## src/rtl/proj_direct_op.sv

```systemverilog
// ---------------------------------------------------------------------------
// proj_direct_op
//
// Purpose:
//   16-state Moore FSM that steps through the 4-bit reflected Gray code.
//   The state register itself is the output ("direct output" encoding), so
//   y has no decode logic and no combinational path from any input.
//   Consecutive outputs, including the wrap from S15 back to S0, differ in
//   exactly one bit.
//
// Ports:
//   clk  in   1  sole clock; all state updates on the rising edge
//   rst  in   1  asynchronous active-low reset, forces S0 (y = 0000)
//   ld   in   1  synchronous restart; returns to S0 on the next rising edge
//                and takes priority over advancing
//   y    out  4  current state code
// ---------------------------------------------------------------------------
module proj_direct_op (
  input  logic       clk,
  input  logic       rst,
  input  logic       ld,
  output logic [3:0] y
);

  // Each state's code is its Gray-code value, so the register is the output.
  typedef enum logic [3:0] {
    S0  = 4'b0000,
    S1  = 4'b0001,
    S2  = 4'b0011,
    S3  = 4'b0010,
    S4  = 4'b0110,
    S5  = 4'b0111,
    S6  = 4'b0101,
    S7  = 4'b0100,
    S8  = 4'b1100,
    S9  = 4'b1101,
    S10 = 4'b1111,
    S11 = 4'b1110,
    S12 = 4'b1010,
    S13 = 4'b1011,
    S14 = 4'b1001,
    S15 = 4'b1000
  } state_t;

  state_t state_q;
  state_t state_d;

  // State register: reset acts immediately, without waiting for a clock edge.
  always_ff @(posedge clk or negedge rst) begin
    if (!rst) begin
      state_q <= S0;
    end else begin
      state_q <= state_d;
    end
  end

  // Next-state logic: ld restarts the sequence and wins over advancing.
  // The default branch is unreachable because all 16 codes are states, but it
  // keeps the decode fully specified.
  always_comb begin
    state_d = S0;
    if (ld) begin
      state_d = S0;
    end else begin
      unique case (state_q)
        S0:      state_d = S1;
        S1:      state_d = S2;
        S2:      state_d = S3;
        S3:      state_d = S4;
        S4:      state_d = S5;
        S5:      state_d = S6;
        S6:      state_d = S7;
        S7:      state_d = S8;
        S8:      state_d = S9;
        S9:      state_d = S10;
        S10:     state_d = S11;
        S11:     state_d = S12;
        S12:     state_d = S13;
        S13:     state_d = S14;
        S14:     state_d = S15;
        S15:     state_d = S0;
        default: state_d = S0;
      endcase
    end
  end

  // Output logic: the state code is presented unchanged.
  always_comb begin
    y = state_q;
  end

endmodule

```

## config.mk

```make
export PLATFORM = sky130hd
export DESIGN_NAME = proj_direct_op
export DESIGN_NICKNAME = d
export VERILOG_FILES = /design/src/rtl/proj_direct_op.sv
export SDC_FILE = /design/constraint.sdc
export NUM_CORES = 1
export LEC_CHECK = 0
export CAP_MARGIN = 20
export CORE_AREA = 2 2 39 41
export CTS_CLUSTER_SIZE = 25
export DETAILED_ROUTE_END_ITERATION = 8
export DIE_AREA = 0 0 41 43
export GPL_ROUTABILITY_DRIVEN = 0
export GPL_TIMING_DRIVEN = 0
export PLACE_DENSITY = 0.35
export SLEW_MARGIN = 10
export SYNTH_ARGS = -nofsm -noshare
export SYNTH_HDL_FRONTEND = slang
export SYNTH_SLANG_ARGS = --single-unit
```

## constraint.sdc

```tcl
create_clock -name clk -period 1.6 [get_ports clk]
set_clock_uncertainty 0.05 [all_clocks]
set_input_delay 0.32 -clock clk [delete_from_list [all_inputs] [get_ports clk]]
set_output_delay 0.32 -clock clk [all_outputs]
set_load 0.02 [all_outputs]
```

==> metrics.txt, run 1 <==
Cells after DPL=38; initial antenna violation count=0; RSZ-0062 raised after global routing=false; post-synthesis cell count=16; worst setup path class=flop to primary output; count of non-filler cells in the finished layout=41; CTS Root Cell=clkbuf_4; via count=136; die width=41 um; post-synthesis register bit count=4; H-tree depth=1; max-slew violation count=0; max reg flops=4; Data required, critical path=1230 ps; Post-synth ARST share=100%; WHS=260 ps; later-pin clock latency in the skew report=230 ps; # fillers=160; full die area=0.00176 sq mm; total congestion overflow=0; DP HPWL=314 um; Worst Hold Class=primary input to asynchronous set/reset pin; top routing layer in use=met3; CTS tree=yes; Routed met3 length=50 um; Peak Freq=738 MHz; DR vias/cell=3.32; Num CTS Buffers=3; Syn-to-layout area delta=57.4%; nets=30; final instance area=268 sq um; layout cells sized above 1=12.0%; max-capacitance violation count=0; TNS Setup=0 ps; Core ar.=0.00138 sq mm; Core Util, Final=19.3%; hold_buf cts=0; top cell type's share of synthesized area=58.8%; Crit path arrival time=980 ps; Period Utilization, post-route=84.7%; slowest CP cell=dfrtp_1; startpoint types=flop; # DRC=0; placement-stage cell area=250 sq um; relative slew slack=84.2%; crit path cell chain=dlygate4sd2_1; syn_area_per_cell=10.6 sq um; CP Capture Type=primary output; post-synth top area cell=dfrtp_1; wire per inst=8.83 um; Syn Nets=19; CP max stage delay=400 ps; Worst-path clk slew=40 ps; CP Max Fanout=5; P_leak=0.000128 uW; row cnt=14; fin crit period=1350 ps; Max VDD drop=0.204 mV; final hold vios=0; First-pass DRT Iterations=1; drt initial violations=0; PwrDens=1600 mW/mm^2; pin count of the biggest net entering global routing=6; # setup viols final=0; register area share after synthesis=58.8%; # clock sinks=4; Synth Flop Type=dfrtp_1; final antenna-violating net count=0; critical path's top delay family=flip-flops; maximum clock insertion buffer count=2; Synthesis Warnings=0; EDFF count, synth=0; number of global-route vias before repair=162; die span in y=43 um; Post-Route WL=362 um; synth top area cells=dfrtp_1 59%, xnor2_1 10%, nor2_1 8.8%; synthesized cell area=170 sq um; IO Count=7; outcome=finished clean; Port-buffer cells=6; met1 WL=118 um; Initial Util=12.3%; gr usage total=6.13%; Slew @ Worst Pin=236 ps; first-pass GRT wire length=627 um; met2 routed WL=193 um; antenna cells=0; Netlist cell types=8; top cells by count, synth=4 x dfrtp_1, 4 x nor2_1, 2 x a21oi_1, 2 x xnor2_1; worst path bufs/invs=1
-- layer usage --
layer | vias up | global-route usage [%]
met5 | - | 0
met4 | 0 | 6.00
met3 | 0 | 5.24
met2 | 7 | 8.44
met1 | 59 | 4.84
li1 | 70 | -
-- final cells by class --
cell class / instances / area, sq um / share of cell area [%]
multi-input combinational: 12 / 70.1 / 26.2
clock buffer: 3 / 22.5 / 8.41
sequential: 4 / 100 / 37.4
timing repair buffer: 6 / 55.1 / 20.6
tap: 16 / 20.0 / 7.48
-- cell usage in the layout, fill, tap and decap left out --
cell type        Yosys  final
nor2_1               4      4
dlygate4sd2_1        0      4
dfrtp_1              4      4
clkbuf_4             0      3
a21oi_1              2      2
xnor2_1              2      2
clkdlybuf4s50_1      0      2
nand2b_1             1      1
nor3b_1              1      1
nand2_1              1      1
mux2i_1              1      1
-- where the power goes --
part,total [uW],switching [uW],internal (uW),leakage (uW)
combinational,150,78.4,71.4,0.0000617
clock,119,35.6,83.5,0.0000138
sequential,159,31.6,128,0.0000529
-- worst reg2reg max path: stages, from the launching register on --
cell and delay (ps):
dfrtp_1 400, xnor2_1 250, xnor2_1 150, nor2_1 50
-- path summary, 6_finish.rpt --
check,startpoint,endpoint,slack (ps),depth (start not counted)
worst min register to register,y[0],y[1],530,2
worst max register to register,y[3],y[0],570,3
worst max-delay path,y[1],y[1],250,1
min in group clk,y[0],y[1],530,2
max in group asynchronous,rst,y[0],1050,1
worst min-delay path,rst,y[3],260,1
-- repair_timing --
item | CTS | global route
resized for setup | 4 | 0
setup buffers | 0 | 0
setup endpoints to repair | 4 | 0
-- kinds of logic after synthesis --
logic type,count (synthesis),synth area share [%]
AOI/OAI and AO/OA,2,5.88
muxes,1,5.88
xor gates and xnor gates,2,10.3
and+or+nand+nor,7,19.1
DFF,4,58.8
-- per-stage QoR --
stage,total power [uW],worst slack [ps]
global route,469,185
floorplan,258,544
CTS,440,228
detailed placement,333,200
finish,428,245
global placement,333,208
No activity file was read; power rests on OpenSTA's default activity.
==> inputs of run 2 (changes only) <==
clock period = 1.3 ns   (was 1.6 ns; I/O delays follow)
==> metrics.txt, run 2 (same netlist as run 1, synthesis figures left out) <==
Initial Util=12.3% (unchanged); Num CTS Buffers=3 (unchanged); CTS tree=yes; Core ar.=0.00138 sq mm (unchanged); RSZ-0062 raised after global routing=false; Syn-to-layout area delta=48.5%; placement-stage cell area=250 sq um (unchanged); relative slew slack=84.1% (about the same); final hold vios=0 (unchanged); # DRC=0 (unchanged); hold_buf cts=0 (unchanged); full die area=0.00176 sq mm (unchanged); CP max stage delay=410 ps (about the same); CP startpoint=y[1]; First-pass DRT Iterations=1 (unchanged); total congestion overflow=0 (unchanged); CP Capture Type=primary output; wire per inst=9.02 um (+2.2%); DR vias/cell=3.32 (unchanged); TNS Setup=0 ps (unchanged); Worst Hold Class=primary input to asynchronous set/reset pin; fin crit period=1140 ps; critical path's top delay family=flip-flops; gr usage total=6.13% (unchanged); # setup viols final=0 (unchanged); drt initial violations=0 (unchanged); max-slew violation count=0 (unchanged); outcome=finished clean; Period Utilization, post-route=87.9%; first-pass GRT wire length=627 um (unchanged); Port-buffer cells=6 (unchanged); most frequent cells in the layout=4 x nor2_1, 4 x clkbuf_2, 4 x dfrtp_1, 3 x clkbuf_4; # clock sinks=4 (unchanged); Post-Route WL=370 um (+2.2%); die width=41 um (unchanged); Core Util, Final=18.3% (-1.1 points); Peak Freq=875 MHz; Slew @ Worst Pin=236 ps (+0.257 ps); initial antenna violation count=0 (unchanged); P_leak=0.000117 uW (-8.5%); via count=136 (unchanged); slowest CP cell=dfrtp_1; total design power=520 uW (+21%); max-capacitance violation count=0 (unchanged); pin count of the biggest net entering global routing=6 (unchanged); PwrDens=2060 mW/mm^2 (+29%); number of global-route vias before repair=162 (unchanged); Data required, critical path=990 ps (-240 ps); CTS Root Cell=clkbuf_4; worst path bufs/invs=1 (unchanged); antenna cells=0 (unchanged); Max VDD drop=0.251 mV (+23%); Crit path arrival time=830 ps (-150 ps); Crit Reg-Reg Startpoint=y[3]; max reg flops=4 (unchanged); row cnt=14 (unchanged); final antenna-violating net count=0 (unchanged); Worst-path clk slew=40 ps (about the same); nets=30 (unchanged); die span in y=43 um (unchanged); buffer count from post-CTS setup fixing=0 (unchanged); layout cells sized above 1=28.0% (+16 points); CP Max Fanout=5 (unchanged); DP HPWL=314 um (unchanged); startpoint types=flop; IO Count=7 (unchanged); final instance area=253 sq um (-5.6%); worst setup path class=flop to primary output; later-pin clock latency in the skew report=230 ps (about the same); H-tree depth=1 (unchanged); crit path cell chain=clkbuf_2; maximum clock insertion buffer count=2 (unchanged)
==> run 2: cell types whose count changed in the layout (fill, tap and decap cells not counted) <==
cell | previous run | this run
dlygate4sd2_1 | 4 | 0
clkbuf_2 | 0 | 4
==> run 2: final cells by class <==
cell class | instances | area [sq um]
Multi-Input combinational cell | 12 | 70.1
Timing Repair Buffer | 6 | 40.0
Fill cell | 159 | 1130
Clock buffer | 3 | 22.5
Sequential cell | 4 | 100
Tap cell | 16 | 20.0
==> run 2: repair_timing <==
action                                  CTS  global route
gates resized for setup                   5             7
endpoints found under the setup margin    4             4
gates cloned                              0             0
hold endpoints to repair                  0             0
==> run 2: stage by stage <==
step	cells	hold WS, ps	setup slack, ps
2_1_floorplan	16	-85.6	244
3_3_place_gp	38	431	-32.3
3_5_place_dp	38	446	-39.7
4_1_cts	41	197	1.90
5_1_grt	41	200	101
6_report	41	200	157
==> run 2: final timing paths <==
kind                             end  slack (ps)  cells after the start
min in group clk                y[1]         530                      2
worst min-delay path            y[3]         200                      1
worst max register to register  y[0]         270                      3
worst max-delay path            y[1]         160                      1
worst min register to register  y[1]         530                      2
max in group asynchronous       y[0]         810                      1
==> run 2: layer usage <==
metal / global-route usage (%) / wire length, um / part of all wire, % / vias up
li1: - / - / - / 70
met1: 4.84 / 122 / 33 / 59
met2: 8.44 / 193 / 52 / 7
met3: 5.24 / 54 / 15 / 0
met4: 6.00 / 0 / 0 / 0
met5: 0 / 0 / 0 / -
==> run 2: power breakdown <==
group	leakage [uW]	switching, uW	internal (uW)
Sequential	0.0000529	40.5	157
Combinational	0.0000507	96.9	78.7
Clock	0.0000138	43.8	103
==> inputs of run 3 (changes only) <==
CTS_CLUSTER_DIAMETER = 150   (was default)
==> results of run 3 <==
Same layout as run 2: the final DEF is identical, and so are final timing and power.
